### config.mk
export PLATFORM = sky130hd
export DESIGN_NAME = rram_wv_ctrl
export DESIGN_NICKNAME = d
export VERILOG_FILES = /design/src/rtl/rram_wv_ctrl.sv
export SDC_FILE = /design/constraint.sdc
export NUM_CORES = 1
export LEC_CHECK = 0
export CAP_MARGIN = 20
export CORE_MARGIN = 3
export CORE_UTILIZATION = 39
export DETAILED_ROUTE_END_ITERATION = 12
export GPL_ROUTABILITY_DRIVEN = 1
export PLACE_DENSITY = 0.83
export SLEW_MARGIN = 10
export SYNTH_ARGS = -nofsm -noshare
export SYNTH_HDL_FRONTEND = slang
export SYNTH_SLANG_ARGS = --single-unit
### constraint.sdc
create_clock -name clk0 -period 1.9 [get_ports clk0]
set_clock_uncertainty 0.2 [all_clocks]
set_input_delay 0.19 -clock clk0 [delete_from_list [all_inputs] [get_ports clk0]]
set_output_delay 0.19 -clock clk0 [all_outputs]
set_load 0.05 [all_outputs]
### src/rtl/rram_wv_ctrl.sv
// Initiator-side controller for the single-port RRAM macro.
// It sequences host reads and verified writes, and retries a write a bounded number of times.
module rram_wv_ctrl #(
    parameter int DATA_WIDTH  = 16,
    parameter int ADDR_WIDTH  = 4,
    parameter int MAX_RETRIES = 3,
    parameter int RETRY_W     = 3
) (
    input  logic                  clk0,
    input  logic                  rst0,
    input  logic                  req_valid,
    output logic                  req_ready,
    input  logic                  req_we,
    input  logic [ADDR_WIDTH-1:0] req_addr,
    input  logic [DATA_WIDTH-1:0] req_wdata,
    output logic                  resp_valid,
    input  logic                  resp_ready,
    output logic [DATA_WIDTH-1:0] resp_rdata,
    output logic                  resp_err,
    output logic [RETRY_W-1:0]    resp_retries,
    output logic                  mem_csb0,
    output logic                  mem_web0,
    output logic [ADDR_WIDTH-1:0] mem_addr0,
    output logic [DATA_WIDTH-1:0] mem_din0,
    input  logic [DATA_WIDTH-1:0] mem_dout0
);

    typedef enum logic [2:0] {
        S_IDLE,
        S_WR,
        S_VRD,
        S_VWAIT,
        S_RD,
        S_RWAIT,
        S_RESP
    } state_t;

    localparam logic [RETRY_W-1:0] RETRY_MAX = RETRY_W'(MAX_RETRIES);

    state_t               state;
    state_t               state_nxt;
    logic [RETRY_W-1:0]   retry_q;
    logic                 accept;
    logic                 verify_ok;
    logic                 can_retry;
    logic                 macro_active_nxt;

    assign accept    = (state == S_IDLE) && req_valid && req_ready;
    // mem_din0 holds the latched write data for the whole write/verify loop.
    assign verify_ok = (mem_dout0 == mem_din0);
    assign can_retry = (retry_q < RETRY_MAX);

    assign macro_active_nxt = (state_nxt == S_WR) || (state_nxt == S_VRD) ||
                              (state_nxt == S_RD);

    // NOTE: asynchronous reset puts every flop, including mem_csb0, in its idle value
    // at once, so an aborted access never reaches a capturing edge.
    always_ff @(posedge clk0 or posedge rst0) begin
        if (rst0) begin
            state <= S_IDLE;
        end else begin
            state <= state_nxt;
        end
    end

    // NOTE: state_nxt gets a default before the case so no path leaves it unassigned
    // and no latch is inferred.
    always_comb begin
        state_nxt = state;
        case (state)
            S_IDLE: begin
                if (accept) begin
                    state_nxt = req_we ? S_WR : S_RD;
                end
            end
            S_WR:    state_nxt = S_VRD;
            S_VRD:   state_nxt = S_VWAIT;
            S_VWAIT: begin
                if (verify_ok || !can_retry) begin
                    state_nxt = S_RESP;
                end else begin
                    state_nxt = S_WR;
                end
            end
            S_RD:    state_nxt = S_RWAIT;
            S_RWAIT: state_nxt = S_RESP;
            S_RESP: begin
                if (resp_ready) begin
                    state_nxt = S_IDLE;
                end
            end
            default: state_nxt = S_IDLE;
        endcase
    end

    // Outputs are registered from the next state, so they line up with the state cycle.
    // NOTE: all state and output flops use non-blocking assignments so every flop
    // samples pre-edge values.
    always_ff @(posedge clk0 or posedge rst0) begin
        if (rst0) begin
            req_ready    <= 1'b0;
            resp_valid   <= 1'b0;
            resp_rdata   <= '0;
            resp_err     <= 1'b0;
            resp_retries <= '0;
            retry_q      <= '0;
            mem_csb0     <= 1'b1;
            mem_web0     <= 1'b1;
            mem_addr0    <= '0;
            mem_din0     <= '0;
        end else begin
            req_ready  <= (state_nxt == S_IDLE);
            resp_valid <= (state_nxt == S_RESP);
            mem_csb0   <= !macro_active_nxt;
            mem_web0   <= (state_nxt != S_WR);

            if (accept) begin
                mem_addr0 <= req_addr;
                retry_q   <= '0;
                if (req_we) begin
                    mem_din0 <= req_wdata;
                end
            end else if ((state == S_VWAIT) && !verify_ok && can_retry) begin
                retry_q <= retry_q + RETRY_W'(1);
            end

            if ((state == S_VWAIT) || (state == S_RWAIT)) begin
                resp_rdata <= mem_dout0;
            end

            // Response status is fixed once, on the edge that enters RESP.
            if (state == S_VWAIT && state_nxt == S_RESP) begin
                resp_err     <= !verify_ok;
                resp_retries <= retry_q;
            end else if (state == S_RWAIT) begin
                resp_err     <= 1'b0;
                resp_retries <= '0;
            end
        end
    end

endmodule

======== Word-level counts from Yosys, hierarchy flattened ========
Cells that the tools add are included.
word-level totals
  flip-flop bits (word level) ............. 50
  latch bits .............................. 0
  bits in writable memories ............... 0
  memory bits (read-only) ................. 0
  bits of input ports ..................... 41
  output and inout port bits .............. 44
  word-level logic and storage cells ...... 53
  memories kept ........................... 0
cells by class
  $add $sub $neg .......................... 1
  $mul .................................... 0
  divide/modulo/power cells ............... 0
  magnitude comparators ................... 1
  eq/ne operators ......................... 12
  shift-type cells ........................ 0
  mux-type cells .......................... 11
  bitwise gates (word level) .............. 0
  reductions and logical operators ........ 17
operator list
  kind                                                 number
  2-to-1 mux 3 bit                                     8
  one-hot mux 3 bit (7 select lines)                   1
  == test 16 bit                                       1
  == test 3 bit (second input constant)                5
  == test 3 x 2 -> 1 bit (second input constant)       3
  == test 3 x 1 -> 1 bit (second input constant)       2
  logical NOT 3 bit                                    2
  logical AND 1 bit                                    5
  logical OR 1 bit                                     4
  nonzero test 2 bit                                   2
  adder 3 x 1 -> 3 bit (second input constant)         1
  logical NOT 1 bit                                    3
  < comparator 3 x 2 -> 1 bit (second input constant)  1
  != test 3 x 1 -> 1 bit (second input constant)       1
  2-to-1 mux 1 bit                                     2
  AND reduction 2 bit                                  1

======== Logic depth before layout (Yosys ltp) ========
Gate-level depths: netlist (run 1).
  depth after elaboration ................. 9
  depth in mapped cells ................... 9
  mapped depth without buffers ............ 7

======== Worst setup path after synthesis (run 1) ========
Ideal clock, no wire load.
  path kind ............................... flip-flop to flip-flop
  start ................................... register mem_din0[4]
  end ..................................... register mem_csb0
  setup time .............................. 85 ps
  data arrival time ....................... 1862 ps
  data required time ...................... 1615 ps
  path slack .............................. -246 ps
  stages on the path, launching flop included .. 8
  path buffers ............................ 0
  clock period less this slack ............ 2146 ps
  path through ............................ dfrtp_1 -> xnor2_1 -> nand4_1 -> nor4_4 -> nor2_2 -> a211o_1 -> nor2b_1 -> o31ai_1
on the way
  word-level cells in the longest chain between the ends .. 8
  elaborated cells on any way between the ends .. 10
  those cells by class .................... 4 x eq/ne; 2 x mux; 4 x reduce/logical
ends and longest elaborated chain
  item                                                                     RTL line  text
  start: declaration                                                       24        output logic [DATA_WIDTH-1:0] mem_din0,
  start signal: assignment                                                 121       mem_din0 <= req_wdata;
  == test 16 bit (*)                                                       50        assign verify_ok = (mem_dout0 == mem_din0);
  logical OR 1 bit (*)                                                     79        if (verify_ok || !can_retry) begin
  2-to-1 mux 3 bit (*)                                                     79
  one-hot mux 3 bit (7 select lines) (*)                                   70        case (state)
  via state_nxt[0]                                                         41        state_t state_nxt;
  == test 3 x 1 -> 1 bit / == test 3 x 2 -> 1 bit (equally long branches)  53        assign macro_active_nxt = (state_nxt == S_WR) || (state_nxt == S_VRD) ||
  logical OR 1 bit                                                         53
  logical OR 1 bit (*)                                                     53
  logical NOT 1 bit (*)                                                    114       mem_csb0 <= !macro_active_nxt;
  end signal: assignment                                                   114
  end: declaration                                                         21        output logic mem_csb0,
Mark *: on every way through the listed nets, which the timed path passes. The rest lies on a longest branch.
A chain may end at the register's enable or synchronous reset.

======== Worst setup path after layout (run 1) ========
  start ................................... register mem_din0[15]
  end ..................................... register mem_csb0
The elaborated chain is that of the path after synthesis.

==> results.ini, run 1 <==
[global_routing]
grt_max_degree = 51
antenna_found_initial = 0
grt_overflow = 0
grt_pass1_wl_mm = 9.28
grt_pass1_vias = 1960
track_usage = 0.188

[placement]
place_congestion = 0.821
place_ws_ns = -0.501
portBuffers = 84
place_area_mm2 = 0.00333
place_hpwl_mm = 4.11

[timing]
fmax_mhz = 475
slew_viol_final = 0
min_period_ns = 2.10
rsz0062_at_grt = yes
hold_viol = 0
slew_headroom = 0.653
tightest_slew_ns = 0.520
min_period_over_period = 1.11
worst_slack_ns = -0.205
setup_viol = 11

[worst_setup_path]
reg2reg_slack_ns = -0.20
worstPathArrival_ns = 2.14
cp-end-kind = flop
r2r_end = mem_csb0
path_class = reg -> reg
timing.rr.start = mem_din0[15]
startpoint = mem_din0[15]
reg2reg_depth = 8
path_max_fanout = 3
setup.worst_path.start_class = flop
cp.required_ns = 1.93

[yosys]
synth_compound_area_frac = 0.0413
synth_area_leader_cell = dfrtp_1
syn_nets = 207
synth_fa_ha_area_frac = 0.00573
synth_edf_count = 0
synth_warnings = 0
synth-xor-area-share = 0.0722
synth_common_cells = dfrtp_1 (48), mux2_2 (36), xnor2_1 (17)
synthDistinctLibCells = 30
syn-cell-area_mm2 = 0.00218
synth.area.top_cells = dfrtp_1 (55%), mux2_2 (19%), xnor2_1 (6.8%)
synth-simple-area-share = 0.0963
ys_seq_area_frac = 0.575
syn_area_per_cell_um2 = 13.2
synth_top_family_by_area = multiplexers
synth.most_common_cell = dfrtp_1
yosysTopAreaCellShare = 0.550
syn_inst = 165
synthMuxAreaShare = 0.190
async_flop_share = 1.00
synthFlopType = dfrtp_1
synth_seq_cells = 50

[routing]
vias = 1763
drtAntennaViolNets = 0
drt_iter0_markers = 77
wire_per_inst_um = 16.0
first_pass_iters = 4
viasPerCell = 4.95
wl_mm = 5.70
drc = 0

[finish]
syn2layout_area_growth_pct = 64.3
diodes = 0
multi_input_area_mm2 = 0.00101
nets = 327
nFillCells = 410
final_area_mm2 = 0.00359
seqCellArea_mm2 = 0.00127
drive_gt1_frac = 0.490

[pwr]
power.density_mw_per_mm2 = 2020
p_leak_uw = 0.00166
ir_worst_vdd_uv = 1110

[clocking]
cts_sinks = 50
cts_tree = built
cts_htree_levels = 2
clk_root_buffer_cell = clkbuf_8
path_clk_slew_ns = 0.09
holdBufCountCts = 0
numCtsBuffers = 5
insertion_delay_ns = 0.30
cts_buffer_depth = 2

[floorplan]
die_area_mm2 = 0.00653
start_util = 0.414
dieWidth_um = 80.8
die_h_um = 80.8
io_pins = 85
row_count = 26
core_region_area_mm2 = 0.00527

[run_status]
status = finished, violations left
violations = negative setup slack

[worst_hold_path]
hp-class = in -> async

[flow_run]
drv_cap = 0

-- cells in the final DEF (no fill, tap or decap), types with 9 or more instances in the layout --
cell type / synthesis / layout
dlymetal6s2s_1: 0 / 11
dfrtp_2: 0 / 17
dfrtp_1: 48 / 31
xnor2_1: 17 / 11
nand2_1: 13 / 13
buf_4: 2 / 53
clkdlybuf4s50_1: 0 / 52
mux2_2: 36 / 27
mux2_4: 0 / 9
-- area by class of cell --
class / instances / area share
Sequential cell: 50 / 0.356
Timing Repair Buffer: 119 / 0.311
Multi-Input combinational cell: 107 / 0.281
Tap cell: 70 / 0.0244
Clock buffer: 7 / 0.0241
Inverter: 2 / 0.00209
Clock inverter: 1 / 0.00140
-- sequential cells by signal (all words and copies together), names as in the netlist --
register,count
resp_rdata,16
state,3
resp_retries,3
mem_addr0,4
req_ready,1
mem_web0,1
retry_q,3
mem_csb0,1
resp_err,1
mem_din0,16
resp_valid,1
-- logic make-up after synthesis --
group / Yosys count
mux: 37
xor+xnor: 18
compound gates: 16
buf+inv: 8
fa+ha+maj: 1
flops: 50
simple gates: 35
-- through the flow --
step                hold WS, ns  instances  TNS, ns   util  total power (uW)
finish                   0.0354        356    -1.10  0.680              7240
global route             0.0579        356    -2.71  0.680              7620
CTS                      0.0466        355    -1.19  0.669              7240
detailed placement        0.295        340    -5.01  0.631              6450
global placement          0.286        340    -4.06  0.631              6350
floorplan                 0.138        165   -0.943      -              4840
-- per-layer routing --
| layer | GRT usage | vias to the layer above | routed length (um) | part of all wire |
|---|---|---|---|---|
| met4 | 0.0625 | 0 | 72 | 0.013 |
| li1 | - | 811 | - | - |
| met2 | 0.327 | 71 | 2910 | 0.51 |
| met5 | 0 | - | 0 | 0 |
| met3 | 0.0554 | 8 | 485 | 0.085 |
| met1 | 0.222 | 873 | 2230 | 0.39 |
-- how the worst max path moves through the flow --
stage | end | slack [ns]
finish | mem_csb0 | -0.20
CTS | resp_err | -0.18
detailed placement | mem_csb0 | -0.50
floorplan | state[2] | -0.11
global route | mem_csb0 | -0.30
global placement | mem_csb0 | -0.44
-- power by group --
part / internal (uW) / total (uW) / switching, uW
Combinational: 1930 / 4590 / 2650
Sequential: 1640 / 2020 / 375
Clock: 294 / 635 / 340
Total: 3870 / 7240 / 3370
-- what timing repair did --
item,in CTS,in global routing
pin swaps,11,7
endpoints found under the setup margin,13,24
gates resized for setup,11,16
buffers inserted,7,2
-- critical path: stages (launching register included) --
cell and delay (ns):
dfrtp_2 0.44, xnor2_2 0.15, nand4_1 0.17, nor4_4 0.36, buf_4 0.18, nor2_4 0.04
a211o_1 0.28, nor2b_1 0.14, o31ai_1 0.08
Power figures use the tool's default switching activity.
==> inputs of run 2 (changes only) <==
--- a/config.mk
+++ b/config.mk
@@ -7,10 +7,11 @@
 export LEC_CHECK = 0
 export CAP_MARGIN = 20
 export CORE_MARGIN = 3
-export CORE_UTILIZATION = 39
+export CORE_UTILIZATION = 41
+export CTS_BUF_LIST = sky130_fd_sc_hd__clkbuf_4
 export DETAILED_ROUTE_END_ITERATION = 12
 export GPL_ROUTABILITY_DRIVEN = 1
-export PLACE_DENSITY = 0.83
+export PLACE_DENSITY = 0.86
 export SLEW_MARGIN = 10
 export SYNTH_ARGS = -nofsm -noshare
 export SYNTH_HDL_FRONTEND = slang
==> results.ini, run 2 (synthesized netlist as in run 1, its figures left out) <==
[routing]
drtAntennaViolNets = 0
viasPerCell = 4.78
drc = 0
first_pass_iters = 4
wl_mm = 5.49
drt_iter0_markers = 67
vias = 1677
wire_per_inst_um = 15.7

[placement]
place_ws_ns = -0.461
portBuffers = 84
place_hpwl_mm = 4.09
place_congestion = 0.748
dp_cells = 338

[worst_setup_path]
setup.worst_path.start_class = flop
path_class = reg -> reg
path_max_fanout = 3
worstPathArrival_ns = 2.22
cp.required_ns = 1.99
cp-end-kind = flop

[timing]
fmax_mhz = 469
tns_ns = -1.64
hold_viol = 0
tightest_slew_ns = 0.513
setup_viol = 11
slew_viol_final = 0
min_period_ns = 2.13
slew_headroom = 0.659
min_period_over_period = 1.12
rsz0062_at_grt = yes
hold_ws_ns = 0.235
worst_slack_ns = -0.230

[global_routing]
grt_max_degree = 20
grt_overflow = 0
antenna_found_initial = 0
track_usage = 0.177
grt_pass1_vias = 1762
grt_pass1_wl_mm = 8.54

[worst_hold_path]
hp-class = in -> reg

[finish]
drive_gt1_frac = 0.500
nets = 325
finalCoreUtilization = 0.711
nFillCells = 375
reg.largest.list = mem_din0: 16 flops, resp_rdata: 16 flops, mem_addr0: 4 flops
layout_common_cells = buf_4 (47), clkdlybuf4s50_1 (40), dfrtp_1 (30), mux2_2 (27), dlygate4sd2_1 (21)
multi_input_area_mm2 = 0.00101
syn2layout_area_growth_pct = 61.1
final_common_cell = buf_4
seqCellArea_mm2 = 0.00128
diodes = 0
instances_no_fill = 351

[flow_run]
drv_cap = 0

[pwr]
p_leak_uw = 0.00157
power.density_mw_per_mm2 = 1980
ir_worst_vdd_uv = 1210

[clocking]
cts_sinks = 50
insertion_delay_ns = 0.35
cts_tree = built
cts_htree_levels = 2
clk_root_buffer_cell = clkbuf_4
numCtsBuffers = 5
cts_buffer_depth = 2
path_clk_slew_ns = 0.14

[floorplan]
die_h_um = 79.0
die_area_mm2 = 0.00623
dieWidth_um = 79.0
row_count = 25
io_pins = 85
core_region_area_mm2 = 0.00494
start_util = 0.442

[run_status]
status = finished, violations left
violations = negative setup slack

-- run 2: metrics by stage --
| step | cell area [um2] | total power [uW] |
|---|---|---|
| floorplan | 2260 | 4840 |
| global placement | 3350 | 6350 |
| detailed placement | 3350 | 6440 |
| CTS | 3430 | 6830 |
| global route | 3510 | 7330 |
| finish | 3510 | 6960 |
-- run 2: where the power goes --
group	switching (uW)	internal (uW)	total, uW
Clock	317	154	471
Combinational	2650	1830	4470
Sequential	378	1640	2020
Total	3340	3620	6960
-- run 2: what timing repair did --
item	4_1_cts	5_1_grt
resized for setup	27	15
pin swaps	1	11
setup buffers	1	4
endpoints found under the setup margin	32	15
endpoints found under the hold margin	13	0
hold buffers	1	0
-- run 2: cell type report --
cell class                      instances  area share
Clock buffer                            6      0.0128
Clock inverter                          2     0.00249
Inverter                                2     0.00214
Timing Repair Buffer                  117       0.308
Multi-Input combinational cell        107       0.288
Sequential cell                        50       0.363
Tap cell                               67      0.0239
-- run 2: final timing paths --
kind                               from           end  slack, ns  cells past startpoint
setup / recovery            mem_din0[8]      mem_csb0      -0.23                      7
hold / removal             req_wdata[3]   mem_din0[3]       0.23                      2
min in group asynchronous          rst0  mem_addr0[0]       0.50                      3
hold reg to reg            mem_addr0[2]  mem_addr0[2]       0.32                      1
setup reg to reg            mem_din0[8]      mem_csb0      -0.23                      7
max in group asynchronous          rst0      mem_web0       0.50                      4
-- run 2: layer usage --
metal | part of all wire | GRT usage
met1 | 0.43 | 0.238
met2 | 0.50 | 0.287
met3 | 0.062 | 0.0397
met4 | 0.011 | 0.0533
met5 | 0 | 0
-- run 2: critical path, stage by stage, from the launching register on --
cell     delay, ns
dfrtp_2       0.45
xnor2_2       0.15
nand4_1       0.18
nor4_4        0.41
nor2_2        0.09
a211o_1       0.35
nor2b_2       0.16
o31ai_2       0.08
==> inputs of run 3 (changes only) <==
--- a/config.mk
+++ b/config.mk
@@ -11,6 +11,7 @@
 export CTS_BUF_LIST = sky130_fd_sc_hd__clkbuf_4
 export DETAILED_ROUTE_END_ITERATION = 12
 export GPL_ROUTABILITY_DRIVEN = 1
+export GPL_TIMING_DRIVEN = 0
 export PLACE_DENSITY = 0.86
 export SLEW_MARGIN = 10
 export SYNTH_ARGS = -nofsm -noshare
==> results.ini, run 3 (synthesized netlist as in run 1, its figures left out) <==
[pwr]
p_leak_uw = 0.00157
power.density_mw_per_mm2 = 1910
ir_worst_vdd_uv = 1230

[worst_setup_path]
path_max_fanout = 3
r2r_end = mem_csb0
timing.rr.start = mem_din0[14]
cp-endpoint = mem_csb0
worstPathArrival_ns = 2.21
startpoint = mem_din0[14]
cp-end-kind = flop
setup.worst_path.start_class = flop
reg2reg_slack_ns = -0.23
cp.required_ns = 1.98
path_class = reg -> reg
reg2reg_depth = 8

[finish]
layout_common_cells = dlygate4sd2_1 (42), clkdlybuf4s50_1 (40), dfrtp_1 (31), mux2_2 (27), buf_4 (21)
nets = 321
diodes = 0
nFillCells = 410
final_common_cell = dlygate4sd2_1
seqCellArea_mm2 = 0.00127
multi_input_area_mm2 = 0.00100
drive_gt1_frac = 0.396
reg.largest.list = mem_din0: 16 flops, resp_rdata: 16 flops, mem_addr0: 4 flops
syn2layout_area_growth_pct = 59.0
instances_no_fill = 347

[routing]
drc = 0
first_pass_iters = 4
wire_per_inst_um = 15.6
drt_iter0_markers = 61
drtAntennaViolNets = 0
viasPerCell = 4.90
vias = 1699
wl_mm = 5.41

[placement]
place_hpwl_mm = 3.95
dp_cells = 317
portBuffers = 84
place_congestion = 0.744

[global_routing]
grt_max_degree = 32
grt_pass1_wl_mm = 8.75
grt_overflow = 0
track_usage = 0.183
grt_pass1_vias = 1828
antenna_found_initial = 0

[floorplan]
die_area_mm2 = 0.00623
row_count = 25
start_util = 0.442
core_region_area_mm2 = 0.00494
io_pins = 85
dieWidth_um = 79.0
die_h_um = 79.0

[timing]
slew_headroom = 0.659
rsz0062_at_grt = yes
setup_viol = 11
worst_slack_ns = -0.229
hold_ws_ns = 0.229
tns_ns = -1.12
min_period_ns = 2.13
tightest_slew_ns = 0.513
hold_viol = 0
fmax_mhz = 470
slew_viol_final = 0
min_period_over_period = 1.12

[clocking]
cts_htree_levels = 2
numCtsBuffers = 5
insertion_delay_ns = 0.36
cts_sinks = 50
cts_buffer_depth = 2
clk_root_buffer_cell = clkbuf_4
cts_tree = built
path_clk_slew_ns = 0.14

[run_status]
violations = negative setup slack
status = finished, violations left

[flow_run]
drv_cap = 0

[worst_hold_path]
hp-class = in -> reg

## run 3: changes by cell type in the layout (fill, tap and decap cells not counted), moves of 2 or more
cell and change:
buf_12 -3, buf_2 +2, buf_4 -26, clkinv_1 +2
dlygate4sd2_1 +21, xnor2_1 +2, xnor2_2 -2
## run 3: through the flow
stage               instance area (um2)  total power, uW  worst slack (ns)   util
global route                       3470             7000            -0.302  0.702
CTS                                3370             6530            -0.214  0.683
floorplan                          2260             4840            -0.108      -
finish                             3470             6620            -0.229  0.702
global placement                   3190             6070            -0.799  0.645
detailed placement                 3210             6170            -0.546  0.649
## run 3: area by class of cell
cell class,instances,area share
Buffer,5,0.0141
Multi-Input combinational cell,107,0.288
Clock buffer,5,0.0108
Tap cell,67,0.0242
Clock inverter,3,0.00325
Sequential cell,50,0.367
Timing Repair Buffer,108,0.290
Inverter,2,0.00216
## run 3: how the worst min path moves through the flow
stage                     cells after the start        endpoint           start  slack [ns]
final                                         2     mem_din0[8]    req_wdata[8]        0.23
after global routing                          2     mem_din0[8]    req_wdata[8]        0.21
after CTS                                     2     mem_din0[8]    req_wdata[8]        0.22
after detailed placement                      1  resp_rdata[12]  resp_rdata[12]        0.29
after global placement                        1   resp_rdata[2]   resp_rdata[2]        0.29
after floorplan                               1    mem_din0[10]   req_wdata[10]        0.14
## run 3: what timing repair did
action	4_1_cts	5_1_grt
pin swaps	13	5
cloned	1	0
gates resized for setup	56	10
buffers inserted	14	7
hold endpoints to repair	19	0
setup endpoints to repair	81	35
hold buffers	1	0
## run 3: power by group
group,total [uW],switching (uW),internal (uW)
logic,4220,2630,1590
clock network,442,309,133
registers,1960,320,1640
total,6620,3260,3360
## run 3: critical path, stage by stage, from the launching register on
cell and delay [ns]:
dfrtp_2 0.45, xnor2_2 0.14, nand4_1 0.17, nor4_4 0.39, buf_4 0.17, nor2_2 0.04, a211o_1 0.28, nor2b_1 0.14
o31ai_1 0.08
## run 3: layer usage
layer  up-vias  GRT usage  part of all wire
met1       833      0.214              0.40
met3         7     0.0442             0.067
li1        798          -                 -
met5         -          0                 0
met2        61      0.330              0.52
met4         0     0.0550             0.011
==> RTL edit (settings of run 3) <==
Change the parameter `ADDR_WIDTH` from 4 to 6.
--- a/src/rtl/rram_wv_ctrl.sv
+++ b/src/rtl/rram_wv_ctrl.sv
@@ -4,3 +4,3 @@
     parameter int DATA_WIDTH  = 16,
-    parameter int ADDR_WIDTH  = 4,
+    parameter int ADDR_WIDTH  = 6,
     parameter int MAX_RETRIES = 3,
Ports: changed (resized mem_addr0 and req_addr); port bits go from 85 to 89. No check against the original RTL was run, so the function may have changed too.
==> RTL edit against run 3 <==
The run still ends with setup timing left. Wire length is 4.8% higher. Sequential cell count is 2 higher. Global-route usage is 0.37 points higher. Count of clock-buffer cells in the layout stayed put. First-iteration DRC count is 46% lower. Die area is 2.4% higher. Fmax is 2.4% higher. Area after synthesis is 2.6% higher. Setup slack better by 51 ps. Non-clock buffer count is 4 higher. Total power is 2.9% higher. Final area is 3.5% higher. Largest cell class unchanged. Largest power group unchanged.
==> RTL edit: results (changes against run 3) <==
| Metric | Value |
|---|---|
| Worst IR Drop VDD | 1.153 mV (was 1.230 mV) |
| Leakage power | 1.620 nW (was 1.571 nW) |
| Hold wc startpoint | req_addr[1] (was req_wdata[8]) |
| Met1 Use GR | 0.2166 (was 0.2139) |
| NetSw | 3.382 mW (was 3.256 mW) |
| Top cell family by delay on the critical path | simple AND/OR/NAND/NOR gates (unchanged) |
| Failing checks | setup timing (unchanged) |
| Synth cell count leaders | dfrtp_1 (50), mux2_2 (38), xnor2_1 (17) (was dfrtp_1 (48), mux2_2 (36), xnor2_1 (17)) |
| Later-pin clock latency in the skew report | 360 ps (about the same) |
| Routability Congestion | 0.8142 (was 0.7436) |
| Worst Hold Path EP | mem_addr0[1]$_DFFE_PP0N_ (was mem_din0[8]$_DFFE_PP0P_) |
| Placed inst area | 3254 sq um (was 3207 sq um) |
| M3 GR Usage | 0.04063 (was 0.04422) |
| Initial antenna violation count | 0 (unchanged) |
| Mux contribution to synthesized area | 0.1912 (was 0.1904) |
| Clock H-tree levels | 2 (unchanged) |
| Half-perimeter wire length after placement | 4072 microns (was 3947 microns) |
| Critical path startpoint | mem_din0[3]$_DFFE_PP0P_ (was mem_din0[14]$_DFFE_PP0P_) |
| Post-CTS resize count | 62 (was 56) |
| Run status | finished with violations (unchanged) |
| Slew HR | 0.6529 (was 0.6593) |
| Final setup viols | 11 (unchanged) |
| Worst-path clk slew | 140 ps (about the same) |
| Detailed Route Iter0 Violations | 33 (was 61) |
| Post-synth ARST share | 1.000 (unchanged) |
| Postcts setup bufs | 12 (was 14) |
| First-pass GRT wire length | 9039 microns (was 8749 microns) |
| Total Wirelength | 5670 microns (was 5411 microns) |
| Syn Nets | 214 (was 207) |
| Post-synth cell types | 28 (was 30) |
| GRT Overall Usage | 0.1862 (was 0.1825) |
| Complex-gate fraction of the synthesized area | 0.04472 (was 0.04128) |
| Biggest regs | mem_din0: 16 flops, resp_rdata: 16 flops, mem_addr0: 6 flops (was mem_din0: 16 flops, resp_rdata: 16 flops, mem_addr0: 4 flops) |
| Seq/Total Area, Yosys | 0.5824 (was 0.5745) |
| Clk buf depth | 2 (unchanged) |
| Fillers | 402 (was 410) |
| Share of post-route cells with drive strength above 1 | 0.4028 (was 0.3964) |
| Port bufs | 88 (was 84) |
| DR pass1 iterations | 4 (unchanged) |
| Via density | 4.897 (was 4.896) |
| Most used DFF post-synth | dfrtp_1 (unchanged) |
| Final worst slack | -178.2 ps (was -228.8 ps) |
| GR Layer Usage met2 | 0.3394 (was 0.3302) |
| Slowest CP cell | dfrtp_2 (unchanged) |
| Largest net degree at the start of global routing | 39 (was 32) |
| GR Overflow Total | 0 (unchanged) |
| CP max FO | 3 (unchanged) |
| Vias in the first global route | 1819 (was 1828) |
| Leading post-synthesis cells by cell area | dfrtp_1 (56%), mux2_2 (19%), xnor2_1 (6.7%) (was dfrtp_1 (55%), mux2_2 (19%), xnor2_1 (6.8%)) |
| Synth Area in Adders | 0.005590 (was 0.005734) |
| Final net count | 331 (was 321) |
| Post-synthesis xor/xnor area fraction | 0.07043 (was 0.07225) |
[RTL edit: cell types whose count changed in the layout (fill, tap and decap cells not counted), sizes merged]
cell	before	now
dfrtp	48	50
dlygate4sd2	42	45
mux2i	1	0
nand2	13	12
clkdlybuf4s50	40	42
dlymetal6s2s	1	0
a21oi	5	7
mux2	36	38
[RTL edit: per-layer routing]
layer  vias up  part of all wire
li1        829                 -
met1       867              0.39
met2        51              0.55
met3         6             0.051
met4         0             0.012
met5         -                 0
[RTL edit: per-stage QoR]
step	worst slack, ps	hold slack [ps]	setup TNS (ps)	util	std cells
finish	-178.2	224.1	-1132	0.6901	358
global route	-347.9	191.3	-3073	0.6901	358
CTS	-175.6	211.4	-1615	0.6589	349
detailed placement	-521.1	294.2	-7746	0.6252	329
global placement	-890.1	286.5	-46510	0.6214	328
floorplan	-103.3	140.6	-562.5	-	170
[RTL edit: power by group through the flow]
stage                     Combinational [mW]  Clock (mW)  Sequential [mW]
after global placement                  4.13           0             2.04
after detailed placement                4.19           0             2.09
after CTS                               4.02       0.496             2.06
after global routing                    4.45       0.553             2.18
final                                   4.24       0.478             2.09
after floorplan                         1.13           0             3.76
[RTL edit: layout make-up]
| type | instances | area, sq um | share of cell area |
|---|---|---|---|
| Tap cell | 70 | 87.58 | 0.02438 |
| Clock buffer | 5 | 37.54 | 0.01045 |
| Sequential cell | 52 | 1326 | 0.3692 |
| Timing Repair Buffer | 112 | 1054 | 0.2933 |
| Inverter | 2 | 7.507 | 0.002090 |
| Buffer | 5 | 51.30 | 0.01428 |
| Multi-Input combinational cell | 109 | 1015 | 0.2825 |
| Clock inverter | 3 | 13.76 | 0.003831 |
